`config.mk`:
```
export PLATFORM = sky130hd
export DESIGN_NAME = weight_stream_tx
export DESIGN_NICKNAME = d
export VERILOG_FILES = /design/src/rtl/weight_stream_tx.sv
export SDC_FILE = /design/constraint.sdc
export NUM_CORES = 1
export LEC_CHECK = 0
export CAP_MARGIN = 20
export CORE_UTILIZATION = 40
export CTS_CLUSTER_SIZE = 14
export DETAILED_ROUTE_END_ITERATION = 10
export HOLD_SLACK_MARGIN = 0.02
export SYNTH_ARGS = -nofsm -noshare
export SYNTH_HDL_FRONTEND = slang
export SYNTH_SLANG_ARGS = --single-unit
export TNS_END_PERCENT = 5
```
`constraint.sdc`:
```
create_clock -name clk -period 3.4 [get_ports clk]
set_input_delay 0.34 -clock clk [delete_from_list [all_inputs] [get_ports clk]]
set_output_delay 0.34 -clock clk [all_outputs]
set_load 0.1 [all_outputs]
```
`src/rtl/weight_stream_tx.sv`:
```
// Weight-load transmitter: streams GLB words into the PE-array weight buffer in fill order,
// with a 2-entry prefetch FIFO and restart-from-word-0 whenever the buffer drops ready_w.
module weight_stream_tx #(
  parameter int DATA_W     = 32,
  parameter int ROW_NUM    = 32,
  parameter int GLB_ADDR_W = 16
) (
  input  logic                  clk,
  input  logic                  reset,
  input  logic                  start,
  input  logic [1:0]            pass_layer_type,
  input  logic [5:0]            row_en,
  input  logic [4:0]            col_in,
  input  logic [GLB_ADDR_W-1:0] base_addr,
  output logic                  glb_re,
  output logic [GLB_ADDR_W-1:0] glb_addr,
  input  logic [DATA_W-1:0]     glb_rdata,
  output logic                  change_weight_f,
  output logic                  valid_w,
  input  logic                  ready_w,
  output logic [DATA_W-1:0]     weight_in,
  output logic                  busy,
  output logic                  done,
  output logic                  err
);

  typedef enum logic [1:0] {IDLE, CLEAR, STREAM, FIN} state_t;

  state_t                  state, state_nx;
  logic [8:0]              n_words;
  logic [8:0]              rd_idx;
  logic [8:0]              xfer_cnt;
  logic [GLB_ADDR_W-1:0]   base_q;
  logic                    err_q;
  logic                    rd_pend;
  logic [DATA_W-1:0]       fifo_mem [2];
  logic                    fifo_rp, fifo_wp;
  logic [1:0]              fifo_cnt;

  logic                    cfg_ok;
  logic [3:0]              words_per_row;
  logic [8:0]              n_calc;
  logic                    in_stream, rewind, xfer, push, pop, fifo_empty;
  logic [2:0]              pending;
  logic                    unused_bits;

  assign unused_bits   = ^col_in[1:0];
  assign cfg_ok        = (pass_layer_type < 2'd2) && (row_en != 6'd0) && (row_en <= 6'(ROW_NUM));
  assign words_per_row = {1'b0, col_in[4:2]} + 4'd1;
  assign n_calc        = (pass_layer_type == 2'd0) ? ({3'b0, row_en} * {5'b0, words_per_row})
                                                   : {3'b0, row_en};

  assign in_stream  = (state == STREAM);
  assign rewind     = in_stream && !ready_w;
  assign fifo_empty = (fifo_cnt == 2'd0);
  // A word returning from the GLB this cycle counts as available; it bypasses storage if popped at once.
  assign valid_w    = in_stream && (!fifo_empty || rd_pend);
  assign weight_in  = !valid_w ? '0 : (fifo_empty ? glb_rdata : fifo_mem[fifo_rp]);
  assign xfer       = valid_w && ready_w;
  assign pop        = xfer && !fifo_empty;
  assign push       = in_stream && ready_w && rd_pend && !(xfer && fifo_empty);
  assign pending    = {1'b0, fifo_cnt} + {2'b0, rd_pend};

  assign glb_re          = (state == CLEAR) ||
                           (in_stream && ready_w && (rd_idx < n_words) && (pending < 3'd2));
  assign glb_addr        = glb_re ? (base_q + GLB_ADDR_W'(rd_idx)) : '0;
  assign change_weight_f = (state == CLEAR);
  assign busy            = (state == CLEAR) || in_stream;
  assign done            = (state == FIN);
  assign err             = (state == FIN) && err_q;

  always_comb begin
    state_nx = state;
    case (state)
      IDLE:    if (start) state_nx = cfg_ok ? CLEAR : FIN;
      CLEAR:   state_nx = STREAM;
      STREAM:  if (xfer && (xfer_cnt == n_words - 9'd1)) state_nx = FIN;
      FIN:     state_nx = IDLE;
      default: state_nx = IDLE;
    endcase
  end

  always_ff @(posedge clk or posedge reset) begin
    if (reset) begin
      state    <= IDLE;
      n_words  <= '0;
      base_q   <= '0;
      err_q    <= 1'b0;
      rd_idx   <= '0;
      xfer_cnt <= '0;
      rd_pend  <= 1'b0;
      fifo_rp  <= 1'b0;
      fifo_wp  <= 1'b0;
      fifo_cnt <= '0;
    end else begin
      state   <= state_nx;
      rd_pend <= glb_re;
      if (state == IDLE && start) begin
        err_q    <= !cfg_ok;
        n_words  <= n_calc;
        base_q   <= base_addr;
        rd_idx   <= '0;
        xfer_cnt <= '0;
        fifo_rp  <= 1'b0;
        fifo_wp  <= 1'b0;
        fifo_cnt <= '0;
      end else if (rewind) begin
        // Buffer dropped its pointer: forget everything fetched so far and refetch from word 0.
        rd_idx   <= '0;
        xfer_cnt <= '0;
        fifo_rp  <= 1'b0;
        fifo_wp  <= 1'b0;
        fifo_cnt <= '0;
      end else begin
        if (glb_re) rd_idx <= rd_idx + 9'd1;
        if (xfer)   xfer_cnt <= xfer_cnt + 9'd1;
        if (push)   fifo_wp <= ~fifo_wp;
        if (pop)    fifo_rp <= ~fifo_rp;
        fifo_cnt <= fifo_cnt + {1'b0, push} - {1'b0, pop};
      end
    end
  end

  always_ff @(posedge clk) begin
    if (push) fifo_mem[fifo_wp] <= glb_rdata;
  end

endmodule

```
==> results of run 1 <==
synth_stat cells, types with 7 or more instances:
cell                       number
sky130_fd_sc_hd__nor2_1        66
sky130_fd_sc_hd__edfxtp_1      64
sky130_fd_sc_hd__dfrtp_1       51
sky130_fd_sc_hd__a211oi_1      41
sky130_fd_sc_hd__inv_1         41
sky130_fd_sc_hd__ha_1          40
sky130_fd_sc_hd__mux2i_1       39
sky130_fd_sc_hd__nand2_1       39
sky130_fd_sc_hd__a21oi_1       26
sky130_fd_sc_hd__clkbuf_1      25
sky130_fd_sc_hd__xnor2_1       20
sky130_fd_sc_hd__o21ai_0       18
sky130_fd_sc_hd__xor2_1        17
sky130_fd_sc_hd__mux2_2        16
sky130_fd_sc_hd__nand3_1       13
sky130_fd_sc_hd__and2_1        12
sky130_fd_sc_hd__nor3_1        12
sky130_fd_sc_hd__nor3b_1       10
sky130_fd_sc_hd__fa_1           9
sky130_fd_sc_hd__a21o_1         8
sky130_fd_sc_hd__nor2b_1        8
sky130_fd_sc_hd__and3_1         7
sky130_fd_sc_hd__nand2b_1       7
sky130_fd_sc_hd__or3_1          7
final timing paths:
check / start / cells past startpoint / end / slack [ns]
worst max-delay path: col_in[2] / 15 / n_words[8] / 0.16
worst min-delay path: reset / 2 / base_q[13] / 0.33
worst max register to register: n_words[7] / 9 / rd_idx[7] / 0.66
worst min register to register: err_q / 2 / err_q / 0.47
max in group asynchronous: reset / 3 / rd_idx[0] / 2.29
min in group clk: err_q / 2 / err_q / 0.47
stage by stage:
step	power, mW	TNS (ns)	util	std cells	setup WS [ns]
finish	3.75	0	0.567	1019	0.156
global route	3.90	0	0.567	1019	0.0120
CTS	3.79	-0.0381	0.563	1017	-0.0217
detailed placement	2.09	-2.31	0.527	984	-0.620
global placement	2.08	-1.69	0.527	984	-0.516
floorplan	1.85	-18.35	-	651	-0.580
where the power goes:
group / switching, mW / internal [mW]
combinational: 0.344 / 0.237
clock: 0.595 / 1.09
sequential: 0.00878 / 1.48
sequential cells by signal, summed over array words and instances (netlist names):
name / cells
state: 2
n_words: 9
fifo_mem: 64
rd_pend: 1
fifo_rp: 1
fifo_wp: 1
err_q: 1
base_q: 16
rd_idx: 9
fifo_cnt: 2
xfer_cnt: 9
metal layers:
metal  up-vias  global-route usage  routed length (µm)
li1       2633                   -                   -
met1      2546               0.228                6990
met2       114               0.316                7660
met3        17              0.0402                 625
met4         0              0.0632                 182
met5         -                   0                   0
area by class of cell:
cell class | count | area [µm²]
fillers | 1411 | 7230
multi-input cells | 466 | 3480
flip-flops and latches | 115 | 3200
repair buffers | 145 | 1800
clock buffers | 22 | 454
well taps | 220 | 275
inverters | 41 | 154
clock inverters | 10 | 109
logic make-up (layout without fill, tap and decap cells):
logic type      Yosys count  count (layout)  synth area share
simple gates            199             199             0.142
buf+inv                  70             218            0.0393
xor+xnor                 37              37            0.0472
compound gates          126             126             0.124
mux                      55              55            0.0831
fa+ha+maj                49              49            0.0991
flops                   115             115             0.466
worst max-delay path, stage by stage:
cell	delay [ns]
sky130_fd_sc_hd__dlygate4sd2_1	0.26
sky130_fd_sc_hd__buf_6	0.13
sky130_fd_sc_hd__and3_1	0.18
sky130_fd_sc_hd__and2_1	0.17
sky130_fd_sc_hd__fa_1	0.54
sky130_fd_sc_hd__inv_1	0.06
sky130_fd_sc_hd__fa_1	0.53
sky130_fd_sc_hd__inv_1	0.04
sky130_fd_sc_hd__ha_1	0.29
sky130_fd_sc_hd__nor2b_1	0.15
sky130_fd_sc_hd__o21ai_2	0.17
sky130_fd_sc_hd__a21oi_2	0.09
sky130_fd_sc_hd__o21a_1	0.18
sky130_fd_sc_hd__o21a_1	0.18
sky130_fd_sc_hd__o41ai_2	0.25
timing repair:
item | 4_1_cts | 5_1_grt
setup endpoints to repair | 6 | 13
buffers inserted | 1 | 2
gates resized for setup | 10 | 15
pin swaps | 5 | 12
==> results by group, run 1 <==
STA
  • Period utilization: 0.954
  • FMAX: 308 MHz
  • Final period demand of the worst path: 3.24 ns
  • Total of endpoints with negative setup slack in the final report: 0
  • Setup clock skew after layout: 0.00890 ns
  • Measured slew at the worst slew-check pin: 0.962 ns
  • Unrepaired setup endpoints after global routing: no
  • Number of endpoints with negative hold slack in the final report: 0
  • Post-Route Hold Slack: 0.330 ns
  • Pins Over Slew Limit: 0
  • Normalized max-slew margin: 0.357

Routing
  • Average via count per standard cell: 5.21
  • Routed WL: 15500 µm
  • Number of nets still failing antenna checks after routing: 0
  • Initial DRC count: 165
  • Per-cell routed wire length: 15.2 µm
  • Total iterations of the first detailed-routing run: 4
  • Count of vias placed by the detailed router: 5310
  • Number of DRC violations after detailed routing: 0

Floorplan
  • Number of rows created at floorplan: 47
  • Die Wd: 133 µm
  • Initial core utilization: 0.411
  • Core outline area: 0.0167 mm²
  • Top-Level Pins: 119
  • Y dimension of the die: 133 µm
  • Area enclosed by the die boundary: 0.0177 mm²

Synthesis
  • Top cell type by total area after synthesis: sky130_fd_sc_hd__edfxtp_1
  • Synthesized area: 0.00687 mm²
  • Synth Register Bits: 115
  • Number of flops mapped to enable cells by yosys: 64
  • Gate count of the mapped netlist: 651
  • Top-area cell type share of the netlist area: 0.280
  • Top cells by area, synth: sky130_fd_sc_hd__edfxtp_1 (28%), sky130_fd_sc_hd__dfrtp_1 (19%), sky130_fd_sc_hd__ha_1 (7.3%), sky130_fd_sc_hd__mux2i_1 (5.7%), sky130_fd_sc_hd__a211oi_1 (4.5%)
  • Number of distinct library cells after synthesis: 48
  • Post-synthesis async set-or-reset flop share: 0.443
  • Average cell area after synthesis: 10.6 µm²
  • Portion of the post-synthesis area used by sequential elements: 0.466
  • Top_reg_cell synth: sky130_fd_sc_hd__edfxtp_1
  • Warning count from the yosys run: 0
  • Nets in the synthesized netlist: 765

Layout
  • Number of nets in the finished design: 900
  • Post-layout instance area: 0.00947 mm²
  • Highest-count cells in the layout ignoring fill and taps: sky130_fd_sc_hd__nor2_1 (65), sky130_fd_sc_hd__edfxtp_1 (64), sky130_fd_sc_hd__clkdlybuf4s50_1 (60)
  • Antenna cell count: 0
  • Leading cell type in the layout, fill and taps excluded: sky130_fd_sc_hd__nor2_1
  • Share of cells above drive strength 1: 0.188
  • Layout Area Growth over Synthesis: 37.9%

Clock tree
  • Clock latency at the later pin of the worst-skew pair: 0.41 ns
  • Sinks on Clock Net: 115
  • Count of H-tree levels built during CTS: 4
  • Post-CTS Hold Buffers: 0
  • CTS tree: yes
  • Clock Tree Root: sky130_fd_sc_hd__clkbuf_16
  • Number of buffers on the longest clock path: 2
  • Clock-pin slew of the registers on the worst-case setup and hold paths: 0.06 ns
  • CTS Buf Count: 17

Placed design
  • Placed wire-length estimate: 11200 µm
  • Dpl cell area: 0.00880 mm²
  • Number of buffers added on ports: 116
  • Gpl congestion: 0.846

GRT
  • Pin count of the biggest net entering global routing: 45
  • Total track usage: 0.184
  • Total grt overflow: 0
  • Global-route wire length before repair: 25700 µm
  • Antenna violations before repair: 0
  • Via count of the first global-routing pass: 5315

Worst setup path
  • Kind of critical path: in -> reg
  • Data required time of the worst path: 3.71 ns
  • Sort of element at the end of the critical path: flop
  • Critical path startpoint category: primary input
  • Largest fanout on the critical path: 7
  • Arrival time of the worst setup path: 3.56 ns

Power and ir drop
  • Max rail drop VDD: 0.340 mV
  • Power Dens Cells: 396 mW/mm²
  • Pleak: 3.87 nW

Run status
  • Outcome: finished clean

Run
  • Max_cap viols: 0

Worst hold path
  • Classification of the worst-slack hold path: in -> async
Note: power is estimated with default switching activity, not from simulation.
==> run 2: changes to the inputs <==
--- a/config.mk
+++ b/config.mk
@@ -6,10 +6,13 @@
 export NUM_CORES = 1
 export LEC_CHECK = 0
 export CAP_MARGIN = 20
-export CORE_UTILIZATION = 40
+export CELL_PAD_IN_SITES_DETAIL_PLACEMENT = 0
+export CELL_PAD_IN_SITES_GLOBAL_PLACEMENT = 2
+export CORE_UTILIZATION = 34
 export CTS_CLUSTER_SIZE = 14
 export DETAILED_ROUTE_END_ITERATION = 10
 export HOLD_SLACK_MARGIN = 0.02
+export PLACE_DENSITY_LB_ADDON = 0.1
 export SYNTH_ARGS = -nofsm -noshare
 export SYNTH_HDL_FRONTEND = slang
 export SYNTH_SLANG_ARGS = --single-unit
==> run 2 against run 1 <==
Clock power rose by 7%. Via count rose by 0.87%. Final cell count rose by 4.3%. Non-clock buffer count fell by 1. Count of clock-buffer cells in the layout fell by 5. Sequential share of layout area fell by 0.51 points. First-iteration DRC count fell by 2.4%. Largest power group unchanged.
==> results by group, run 2 (same netlist as run 1, synthesis figures left out) <==
Run status
  • Outcome: finished clean (unchanged)

STA
  • Total of endpoints with negative setup slack in the final report: 0 (unchanged)
  • Sum Neg Setup Slack: 0 ns (unchanged)
  • Number of endpoints with negative hold slack in the final report: 0 (unchanged)
  • FMAX: 308 MHz (about the same)
  • Final period demand of the worst path: 3.24 ns (about the same)
  • Slack of the critical path: 0.158 ns (was 0.156 ns)
  • Pins Over Slew Limit: 0 (unchanged)
  • Unrepaired setup endpoints after global routing: yes (was no)
  • Measured slew at the worst slew-check pin: 0.968 ns (was 0.962 ns)
  • Setup clock skew after layout: 0.00989 ns (was 0.00890 ns)
  • Normalized max-slew margin: 0.353 (was 0.357)
  • Period utilization: 0.953 (was 0.954)
  • Post-Route Hold Slack: 0.320 ns (was 0.330 ns)

Layout
  • Post-layout instance area: 0.00962 mm² (was 0.00947 mm²)
  • Leading registers by flop count: fifo_mem: 64 flops, base_q: 16 flops (unchanged)
  • Number of nets in the finished design: 899 (was 900)
  • Share of cells above drive strength 1: 0.194 (was 0.188)
  • Number of flip-flops under the largest register name: 64 (unchanged)
  • Register bank with the most flops: fifo_mem (unchanged)
  • Leading cell type in the layout, fill and taps excluded: sky130_fd_sc_hd__nor2_1 (unchanged)
  • Layout Area Growth over Synthesis: 40.1% (was 37.9%)
  • Highest-count cells in the layout ignoring fill and taps: sky130_fd_sc_hd__nor2_1 (65), sky130_fd_sc_hd__edfxtp_1 (64), sky130_fd_sc_hd__clkdlybuf4s50_1 (61) (was sky130_fd_sc_hd__nor2_1 (65), sky130_fd_sc_hd__edfxtp_1 (64), sky130_fd_sc_hd__clkdlybuf4s50_1 (60))
  • Antenna cell count: 0 (unchanged)
  • Count of placed standard cells in the final layout, fillers left out: 1063 (was 1019)

Routing
  • Initial DRC count: 161 (was 165)
  • Routed WL: 17000 µm (was 15500 µm)
  • Number of DRC violations after detailed routing: 0 (unchanged)
  • Total iterations of the first detailed-routing run: 6 (was 4)
  • Count of vias placed by the detailed router: 5356 (was 5310)
  • Number of nets still failing antenna checks after routing: 0 (unchanged)
  • Per-cell routed wire length: 16.0 µm (was 15.2 µm)
  • Average via count per standard cell: 5.04 (was 5.21)

Floorplan
  • Number of rows created at floorplan: 51 (was 47)
  • Area enclosed by the die boundary: 0.0208 mm² (was 0.0177 mm²)
  • Die Wd: 144 µm (was 133 µm)
  • Initial core utilization: 0.350 (was 0.411)
  • Top-Level Pins: 119 (unchanged)
  • Y dimension of the die: 144 µm (was 133 µm)
  • Core outline area: 0.0197 mm² (was 0.0167 mm²)

GRT
  • Total track usage: 0.172 (was 0.184)
  • Antenna violations before repair: 0 (unchanged)
  • Total grt overflow: 0 (unchanged)
  • Via count of the first global-routing pass: 5466 (was 5315)
  • Pin count of the biggest net entering global routing: 65 (was 45)
  • Global-route wire length before repair: 27400 µm (was 25700 µm)

Worst setup path
  • Crit path buffers/inverters: 2 (was 4)
  • Arrival time of the worst setup path: 2.90 ns (was 3.56 ns)
  • Worst path top cell family by delay: compound AO/OA/AOI/OAI gates (was adder cells)
  • Crit-path max cell delay: 0.41 ns (was 0.54 ns)
  • Chain of cells forming the critical path: ha_1 > fa_1 > a21o_1 > a21oi_2 > o21ai_1 > a221oi_2 > buf_4 > o21ai_0 > a21oi_2 > buf_12 (was dlygate4sd2_1 > buf_6 > and3_1 > and2_1 > fa_1 > inv_1 > fa_1 > inv_1 > ha_1 > nor2b_1 > o21ai_2 > a21oi_2 > o21a_1 > o21a_1 > o41ai_2)
  • Data required time of the worst path: 3.06 ns (was 3.71 ns)
  • Cell repeated most along the worst path: sky130_fd_sc_hd__a21oi_2
  • Critical path startpoint category: flop (was primary input)
  • Largest fanout on the critical path: 6 (was 7)
  • Sort of element at the end of the critical path: output pin (was flop)
  • Kind of critical path: reg -> out (was in -> reg)
  • CP max-delay cell: sky130_fd_sc_hd__fa_1 (unchanged)

Clock tree
  • CTS Buf Count: 17 (unchanged)
  • Clock Tree Root: sky130_fd_sc_hd__clkbuf_16 (unchanged)
  • Clock latency at the later pin of the worst-skew pair: 0.42 ns (was 0.41 ns)
  • Count of H-tree levels built during CTS: 4 (unchanged)
  • Sinks on Clock Net: 115 (unchanged)
  • Clock-pin slew of the registers on the worst-case setup and hold paths: 0.06 ns (about the same)
  • CTS tree: yes (unchanged)
  • Number of buffers on the longest clock path: 2 (unchanged)

Power and ir drop
  • Power Dens Cells: 404 mW/mm² (was 396 mW/mm²)
  • Pleak: 3.90 nW (was 3.87 nW)
  • Max rail drop VDD: 0.345 mV (was 0.340 mV)

Run
  • Max_cap viols: 0 (unchanged)

Placed design
  • Placed wire-length estimate: 12300 µm (was 11200 µm)
  • Placed Cells: 1031 (was 984)
  • Number of buffers added on ports: 116 (unchanged)
  • Dpl cell area: 0.00896 mm² (was 0.00880 mm²)
  • Gpl congestion: 0.824 (was 0.846)
  • Worst slack at placement: -0.598 ns (was -0.620 ns)

Worst hold path
  • Classification of the worst-slack hold path: in -> async (unchanged)
-- run 2: cell count changes in the layout (fill, tap and decap cells not counted), moves of 2 or more --
cell / before / now
sky130_fd_sc_hd__clkbuf_1: 4 / 0
sky130_fd_sc_hd__a31oi_1: 3 / 5
sky130_fd_sc_hd__a31oi_2: 3 / 1
sky130_fd_sc_hd__buf_4: 38 / 30
sky130_fd_sc_hd__buf_12: 42 / 50
sky130_fd_sc_hd__dlymetal6s2s_1: 2 / 0
sky130_fd_sc_hd__inv_6: 0 / 5
sky130_fd_sc_hd__clkinv_1: 2 / 0
sky130_fd_sc_hd__clkinv_4: 1 / 5
sky130_fd_sc_hd__clkinvlp_4: 3 / 1
-- run 2: cell type report --
class	instances	area, µm²
fillers	1874	10000
multi-input cells	466	3470
flip-flops and latches	115	3200
repair buffers	144	1870
clock buffers	17	425
well taps	265	332
clock inverters	15	171
inverters	41	154
-- run 2: stage by stage --
stage                     total power, mW   util
after floorplan                      1.85      -
after global placement               2.11  0.456
after detailed placement             2.11  0.456
after CTS                            3.94  0.488
after global routing                 4.05  0.490
final                                3.89  0.490
-- run 2: repair_timing --
item                       4_1_cts  5_1_grt
setup endpoints to repair        6       15
setup buffers                    0        0
gates resized for setup         13       10
pin swaps                        3        6
hold buffers                     0        0
-- run 2: routing by layer --
layer  vias up  global-route usage  routed length (µm)
met2       122               0.299                8320
li1       2630                   -                   -
met4         0              0.0493                 182
met5         -                   0                   0
met1      2592               0.207                7530
met3        12              0.0497                 938
-- run 2: final timing paths --
kind                                 to  slack [ns]        from  cells past startpoint
min in group clk                  err_q        0.50       err_q                      2
setup reg to reg              rd_idx[8]        0.72  n_words[7]                      9
max in group asynchronous    n_words[8]        2.37       reset                      3
setup / recovery           glb_addr[14]        0.16   rd_idx[0]                     10
hold reg to reg                   err_q        0.50       err_q                      2
hold / removal                    err_q        0.32       reset                      2
-- run 2: power breakdown --
part	internal, mW	total (mW)	leakage, nW	switching, mW
clock	1.10	1.79	0.291	0.697
combinational	0.252	0.608	2.36	0.356
sequential	1.48	1.49	1.26	0.00590
